--- config.mk ---
export PLATFORM = sky130hd
export DESIGN_NAME = alu_multicycle
export DESIGN_NICKNAME = d
export VERILOG_FILES = /design/src/rtl/alu_multicycle.sv
export SDC_FILE = /design/constraint.sdc
export NUM_CORES = 1
export LEC_CHECK = 0
export CAP_MARGIN = 30
export CORE_MARGIN = 2
export CORE_UTILIZATION = 60
export CTS_CLUSTER_SIZE = 20
export DETAILED_ROUTE_END_ITERATION = 8
export GPL_ROUTABILITY_DRIVEN = 0
export PLACE_DENSITY = 0.82
export REMOVE_ABC_BUFFERS = 1
export SLEW_MARGIN = 0
export SYNTH_ARGS = -nofsm -noshare
export SYNTH_HDL_FRONTEND = slang
export SYNTH_SLANG_ARGS = --single-unit
--- constraint.sdc ---
create_clock -name clk -period 7.4 [get_ports clk]
set_clock_uncertainty 0.1 [all_clocks]
set_input_delay 1.48 -clock clk [delete_from_list [all_inputs] [get_ports clk]]
set_output_delay 1.48 -clock clk [all_outputs]
set_load 0.02 [all_outputs]
--- src/rtl/alu_multicycle.sv ---
// alu_multicycle: per-thread ALU with a start/done handshake.
// Single-cycle ops (ADD/SUB/CMP/AND/OR/XOR) complete one enabled cycle after start.
// MUL (shift-add, LSB first) and DIV (restoring, MSB first) iterate for WIDTH RUN cycles.
// The result and done appear on the enabled cycle after the last RUN cycle.
// Ports:
//   clk, reset    clock; synchronous active-high reset
//   enable        thread active; low freezes all state and masks done
//   start, op     operation request, sampled only in IDLE with enable high
//   rs, rt        operands, captured on an accepted start
//   busy          high during the WIDTH RUN cycles of MUL/DIV
//   done          one-cycle completion pulse
//   alu_out       registered result, held until the next done
//   div_by_zero   set with done of a DIV by zero, cleared on the next accepted start
module alu_multicycle #(
    parameter int unsigned WIDTH      = 8,
    parameter bit          SIGNED_CMP = 1'b0
) (
    input  logic             clk,
    input  logic             reset,
    input  logic             enable,
    input  logic             start,
    input  logic [2:0]       op,
    input  logic [WIDTH-1:0] rs,
    input  logic [WIDTH-1:0] rt,
    output logic             busy,
    output logic             done,
    output logic [WIDTH-1:0] alu_out,
    output logic             div_by_zero
);

    localparam int unsigned CNT_W = $clog2(WIDTH + 1);

    localparam logic [2:0] OP_ADD = 3'd0;
    localparam logic [2:0] OP_SUB = 3'd1;
    localparam logic [2:0] OP_MUL = 3'd2;
    localparam logic [2:0] OP_DIV = 3'd3;
    localparam logic [2:0] OP_CMP = 3'd4;
    localparam logic [2:0] OP_AND = 3'd5;
    localparam logic [2:0] OP_OR  = 3'd6;
    localparam logic [2:0] OP_XOR = 3'd7;

    // The single-cycle work and the MUL/DIV finish both happen on the edge that
    // returns to IDLE, so the done cycle is already an IDLE cycle (back-to-back start).
    typedef enum logic {
        S_IDLE = 1'b0,
        S_RUN  = 1'b1
    } state_t;

    state_t           state_q, state_d;
    logic [CNT_W-1:0] cnt_q, cnt_d;
    logic [2:0]       op_q, op_d;
    logic [WIDTH-1:0] a_q, a_d;      // MUL: shifted multiplicand; DIV: dividend / quotient shifter
    logic [WIDTH-1:0] b_q, b_d;      // MUL: shifted multiplier;   DIV: divisor
    logic [WIDTH-1:0] acc_q, acc_d;  // MUL: partial product;      DIV: partial remainder
    logic [WIDTH-1:0] out_q, out_d;
    logic             busy_q, busy_d;
    logic             done_q, done_d;
    logic             dz_q, dz_d;

    logic [WIDTH-1:0] quick_res;
    logic [WIDTH:0]   trial;
    logic             gt, lt;
    logic [2:0]       cmp_flags;

    // Result of single-cycle ops straight from the operand ports.
    always_comb begin
        gt = 1'b0;
        lt = 1'b0;
        if (SIGNED_CMP) begin
            gt = $signed(rs) > $signed(rt);
            lt = $signed(rs) < $signed(rt);
        end else begin
            gt = rs > rt;
            lt = rs < rt;
        end
        cmp_flags = {gt, rs == rt, lt};
        case (op)
            OP_ADD:  quick_res = rs + rt;
            OP_SUB:  quick_res = rs - rt;
            OP_CMP:  quick_res = WIDTH'(cmp_flags);
            OP_AND:  quick_res = rs & rt;
            OP_OR:   quick_res = rs | rt;
            OP_XOR:  quick_res = rs ^ rt;
            default: quick_res = '0;
        endcase
    end

    // Restoring-divide step: shift the next dividend bit into the remainder.
    assign trial = {acc_q, a_q[WIDTH-1]};

    // Next-state and datapath; everything holds while enable is low.
    always_comb begin
        state_d = state_q;
        cnt_d   = cnt_q;
        op_d    = op_q;
        a_d     = a_q;
        b_d     = b_q;
        acc_d   = acc_q;
        out_d   = out_q;
        busy_d  = busy_q;
        done_d  = done_q;
        dz_d    = dz_q;

        if (enable) begin
            done_d = 1'b0;
            case (state_q)
                S_IDLE: begin
                    if (start) begin
                        op_d = op;
                        dz_d = 1'b0;
                        if (op == OP_MUL || op == OP_DIV) begin
                            state_d = S_RUN;
                            busy_d  = 1'b1;
                            cnt_d   = '0;
                            a_d     = rs;
                            b_d     = rt;
                            acc_d   = '0;
                        end else begin
                            out_d  = quick_res;
                            done_d = 1'b1;
                        end
                    end
                end
                S_RUN: begin
                    if (op_q == OP_MUL) begin
                        acc_d = acc_q + (b_q[0] ? a_q : '0);
                        a_d   = a_q << 1;
                        b_d   = b_q >> 1;
                    end else if (trial >= {1'b0, b_q}) begin
                        acc_d = WIDTH'(trial - {1'b0, b_q});
                        a_d   = {a_q[WIDTH-2:0], 1'b1};
                    end else begin
                        acc_d = trial[WIDTH-1:0];
                        a_d   = {a_q[WIDTH-2:0], 1'b0};
                    end
                    cnt_d = CNT_W'(cnt_q + 1'b1);
                    if (cnt_q == CNT_W'(WIDTH - 1)) begin
                        state_d = S_IDLE;
                        busy_d  = 1'b0;
                        done_d  = 1'b1;
                        cnt_d   = '0;
                        if (op_q == OP_MUL) begin
                            out_d = acc_d;
                        end else if (b_q == '0) begin
                            out_d = '1;
                        end else begin
                            out_d = a_d;
                        end
                        dz_d = (op_q == OP_DIV) && (b_q == '0);
                    end
                end
                default: state_d = S_IDLE;
            endcase
        end
    end

    // State register; reset aborts any op in flight.
    always_ff @(posedge clk) begin
        if (reset) begin
            state_q <= S_IDLE;
            cnt_q   <= '0;
            op_q    <= OP_ADD;
            a_q     <= '0;
            b_q     <= '0;
            acc_q   <= '0;
            out_q   <= '0;
            busy_q  <= 1'b0;
            done_q  <= 1'b0;
            dz_q    <= 1'b0;
        end else begin
            state_q <= state_d;
            cnt_q   <= cnt_d;
            op_q    <= op_d;
            a_q     <= a_d;
            b_q     <= b_d;
            acc_q   <= acc_d;
            out_q   <= out_d;
            busy_q  <= busy_d;
            done_q  <= done_d;
            dz_q    <= dz_d;
        end
    end

    // A done raised into a frozen cycle stays pending and shows on the first enabled cycle.
    assign done        = done_q & enable;
    assign busy        = busy_q;
    assign alu_out     = out_q;
    assign div_by_zero = dz_q;

endmodule
==> results.json <==
{
  "outcome": "finished, final reports clean",
  "synth_top_cell_by_area": "sky130_fd_sc_hd__dfxtp_1",
  "report.final.hold_viol_count": 0,
  "totalPowerFinal_mw": 0.6246,
  "holdBufCountCts": 0,
  "number_of_global_route_vias_before_repair": 3660,
  "grt_max_degree": 46,
  "route.final.wire_length_um": 10810,
  "mappedNetlistArea_um2": 4118,
  "whs_ns": 0.3578,
  "critical_path_type": "in -> out",
  "clock_latency_ns": 0.31,
  "post_route_clock_period_utilization_pct": 61.49,
  "synth.top_cell.area_share_pct": 20.91,
  "htreeDepth": 2,
  "detailroute.via_count": 3996,
  "synth.area.top_cells": "sky130_fd_sc_hd__dfxtp_1, sky130_fd_sc_hd__ha_1, sky130_fd_sc_hd__mux2i_1",
  "maxSlewHeadroom_pct": 30.04,
  "cts.repair_timing.setup_buffer_count": 0,
  "yosys_warnings": 0,
  "area_growth_pct": 9.754,
  "timing.max_cap.violations": 0,
  "synthDistinctLibCells": 69,
  "grt_setup_unrepaired": "no",
  "antenna_violations_before_repair": 0,
  "floorplan.die.height_um": 86.84,
  "place.port_buffers": 33,
  "stdcell_area_um2": 4519,
  "drt_pass1_iterations": 5,
  "rows": 30,
  "fp.dieArea_um2": 7541,
  "p_leak_nw": 1.807,
  "fmax_ghz": 0.2198,
  "die-width_um": 86.84,
  "setup_tns_after_final_layout_ns": 0,
  "fp.coreArea_um2": 6719,
  "clkTransAtPathRegs_ns": 0.08,
  "final_net_count": 614,
  "antennaDiodeCount": 0,
  "detail_route.iter0.violations": 293,
  "timing.final.setup_violations": 0,
  "syn_avg_cell_area_um2": 7.711,
  "worst-endpoint-arrival_ns": 2.97,
  "cts.sink_count": 43,
  "async_reset_ff_share_pct": 0,
  "power.ir.vdd_worst_mv": 0.08018,
  "gr-usage-all-layers_pct": 29.08,
  "drive_gt1_share_pct": 4.220,
  "synthFlopType": "sky130_fd_sc_hd__dfxtp_1",
  "crit_path_start_kind": "primary input",
  "num_io_pins": 34,
  "cp_data_required_time_ns": 5.82,
  "wire_length_of_the_first_global_routing_pass_um": 17600,
  "synth_enable_flop_cells": 0,
  "cts_buffers": 5,
  "cts_resized": 0,
  "final_antenna_net_count": 0,
  "detail_route.drc_violations": 0,
  "post_drt_wl_per_cell_um": 17.29,
  "grt.overflow.total": 0,
  "clock_tree_from_tritoncts": "yes",
  "drv_slew": 0,
  "yosys_register_bits": 43,
  "yosysSeqAreaShare_pct": 20.91,
  "postSynthCellCount": 534,
  "power-per-cell-area_nw_per_um2": 138.2,
  "drt-vias-per-instance": 6.394,
  "min_period_ns": 4.550,
  "post-dp-hpwl_um": 8182,
  "critical_path.max_fanout": 12,
  "timing.hold.worst.class": "reg -> reg",
  "clk_root_buffer_cell": "sky130_fd_sc_hd__clkbuf_8",
  "dpl-instance-area_um2": 4419,
  "cts-root-to-sink-buffers": 2,
  "tightestPinTransition_ns": 1.049,
  "endpoint_kind": "output pin",
  "floorplan.initialDensity_pct": 61.28
}
-- worst max-delay path, stage by stage --
cell and delay (ns):
sky130_fd_sc_hd__clkdlybuf4s50_1 0.71, sky130_fd_sc_hd__and2_1 0.18, sky130_fd_sc_hd__clkdlybuf4s50_1 0.59
-- cell families after synthesis --
family / Yosys count / synth area share, %
AOI/OAI and AO/OA: 159 / 27.07
DFF: 43 / 20.91
adders and majority gates: 47 / 15.01
and+or+nand+nor: 171 / 20.94
buffers and inverters: 80 / 7.991
xor gates and xnor gates: 7 / 1.489
muxes: 27 / 6.594
-- sequential cells by signal, summed over array words and instances (netlist names) --
register     flops
cnt_q            4
acc_q            8
alu_out          8
busy             1
op_q             3
state_q          1
done_q           1
div_by_zero      1
b_q              8
a_q              8
-- metrics by stage --
stage / util [%] / instances / worst slack (ns)
after floorplan: - / 501 / 3.862
after global placement: 65.77 / 617 / 2.867
after detailed placement: 65.77 / 617 / 2.857
after CTS: 67.26 / 625 / 2.850
after global routing: 67.26 / 625 / 2.784
final: 67.26 / 625 / 2.850
-- path summary, 6_finish.rpt --
kind / from / end / slack (ns) / cells past startpoint
min: busy$_SDFFE_PP0P_ / busy$_SDFFE_PP0P_ / 0.36 / 2
max reg2reg: state_q$_SDFFE_PP0P_ / alu_out[5]$_SDFFE_PP0P_ / 4.36 / 5
max: enable / done / 2.85 / 3
min reg2reg: busy$_SDFFE_PP0P_ / busy$_SDFFE_PP0P_ / 0.36 / 2
-- power breakdown --
group / leakage [nW] / internal, mW / switching, mW
registers: 0.350 / 0.241 / 0.0116
logic: 1.40 / 0.0856 / 0.118
clock network: 0.0515 / 0.0853 / 0.0835
total: 1.81 / 0.412 / 0.213
-- Yosys cell counts (3+ instances only) --
cell and count:
sky130_fd_sc_hd__nor2_1 53, sky130_fd_sc_hd__inv_1 47, sky130_fd_sc_hd__dfxtp_1 43, sky130_fd_sc_hd__ha_1 43, sky130_fd_sc_hd__a21oi_1 29, sky130_fd_sc_hd__nand2_1 29, sky130_fd_sc_hd__mux2i_1 26, sky130_fd_sc_hd__o21ai_0 23
sky130_fd_sc_hd__a211oi_1 21, sky130_fd_sc_hd__nor3_1 17, sky130_fd_sc_hd__clkbuf_1 15, sky130_fd_sc_hd__buf_2 11, sky130_fd_sc_hd__nand3_1 11, sky130_fd_sc_hd__and2_1 10, sky130_fd_sc_hd__a31oi_1 9, sky130_fd_sc_hd__nor2b_1 8
sky130_fd_sc_hd__o211ai_1 7, sky130_fd_sc_hd__or4_1 7, sky130_fd_sc_hd__a311oi_1 6, sky130_fd_sc_hd__nand4_1 6, sky130_fd_sc_hd__a21o_1 5, sky130_fd_sc_hd__a32oi_1 5, sky130_fd_sc_hd__o21a_1 5, sky130_fd_sc_hd__o22ai_1 5
sky130_fd_sc_hd__or3_1 5, sky130_fd_sc_hd__a221oi_1 4, sky130_fd_sc_hd__a32o_1 4, sky130_fd_sc_hd__buf_1 4, sky130_fd_sc_hd__fa_1 4, sky130_fd_sc_hd__nor4_1 4, sky130_fd_sc_hd__o221ai_1 4, sky130_fd_sc_hd__or2_2 4
sky130_fd_sc_hd__xnor2_1 4, sky130_fd_sc_hd__a21boi_0 3, sky130_fd_sc_hd__nand2b_1 3, sky130_fd_sc_hd__nand3b_1 3, sky130_fd_sc_hd__o2111ai_1 3, sky130_fd_sc_hd__xor2_1 3
-- layer usage --
layer | routed length [µm] | track usage, %
met5 | 0 | 0
met4 | 203 | 8.665
met3 | 558 | 3.048
met2 | 5201 | 49.27
met1 | 4841 | 38.88
-- cell type report --
class                   count  area [µm²]
clock buffers               8       100.1
fillers                   593        2200
inverters                  47       176.4
multi-input cells         411        2928
flip-flops and latches     43       862.1
well taps                  80       100.1
repair buffers             36       352.8
-- layout by cell type (no fill, tap or decap), types with 4 or more instances in the layout --
cell type / n
sky130_fd_sc_hd__nand3_1: 11
sky130_fd_sc_hd__a32oi_1: 5
sky130_fd_sc_hd__nand4_1: 6
sky130_fd_sc_hd__dfxtp_1: 42
sky130_fd_sc_hd__or2_2: 4
sky130_fd_sc_hd__fa_1: 4
sky130_fd_sc_hd__a32o_1: 4
sky130_fd_sc_hd__o21ai_0: 23
sky130_fd_sc_hd__a21o_1: 5
sky130_fd_sc_hd__and2_1: 10
sky130_fd_sc_hd__o21a_1: 5
sky130_fd_sc_hd__a31oi_1: 9
sky130_fd_sc_hd__or4_1: 7
sky130_fd_sc_hd__mux2i_1: 26
sky130_fd_sc_hd__a211oi_1: 21
sky130_fd_sc_hd__o211ai_1: 7
sky130_fd_sc_hd__clkdlybuf4s50_1: 33
sky130_fd_sc_hd__nor4_1: 4
sky130_fd_sc_hd__or3_1: 5
sky130_fd_sc_hd__a221oi_1: 4
sky130_fd_sc_hd__nor2_1: 53
sky130_fd_sc_hd__nand2_1: 29
sky130_fd_sc_hd__a311oi_1: 6
sky130_fd_sc_hd__inv_1: 47
sky130_fd_sc_hd__nor3_1: 17
sky130_fd_sc_hd__clkbuf_8: 7
sky130_fd_sc_hd__o22ai_1: 5
sky130_fd_sc_hd__ha_1: 43
sky130_fd_sc_hd__a21oi_1: 29
sky130_fd_sc_hd__nor2b_1: 8
sky130_fd_sc_hd__xnor2_1: 4
sky130_fd_sc_hd__o221ai_1: 4
Power figures use the tool's default switching activity.
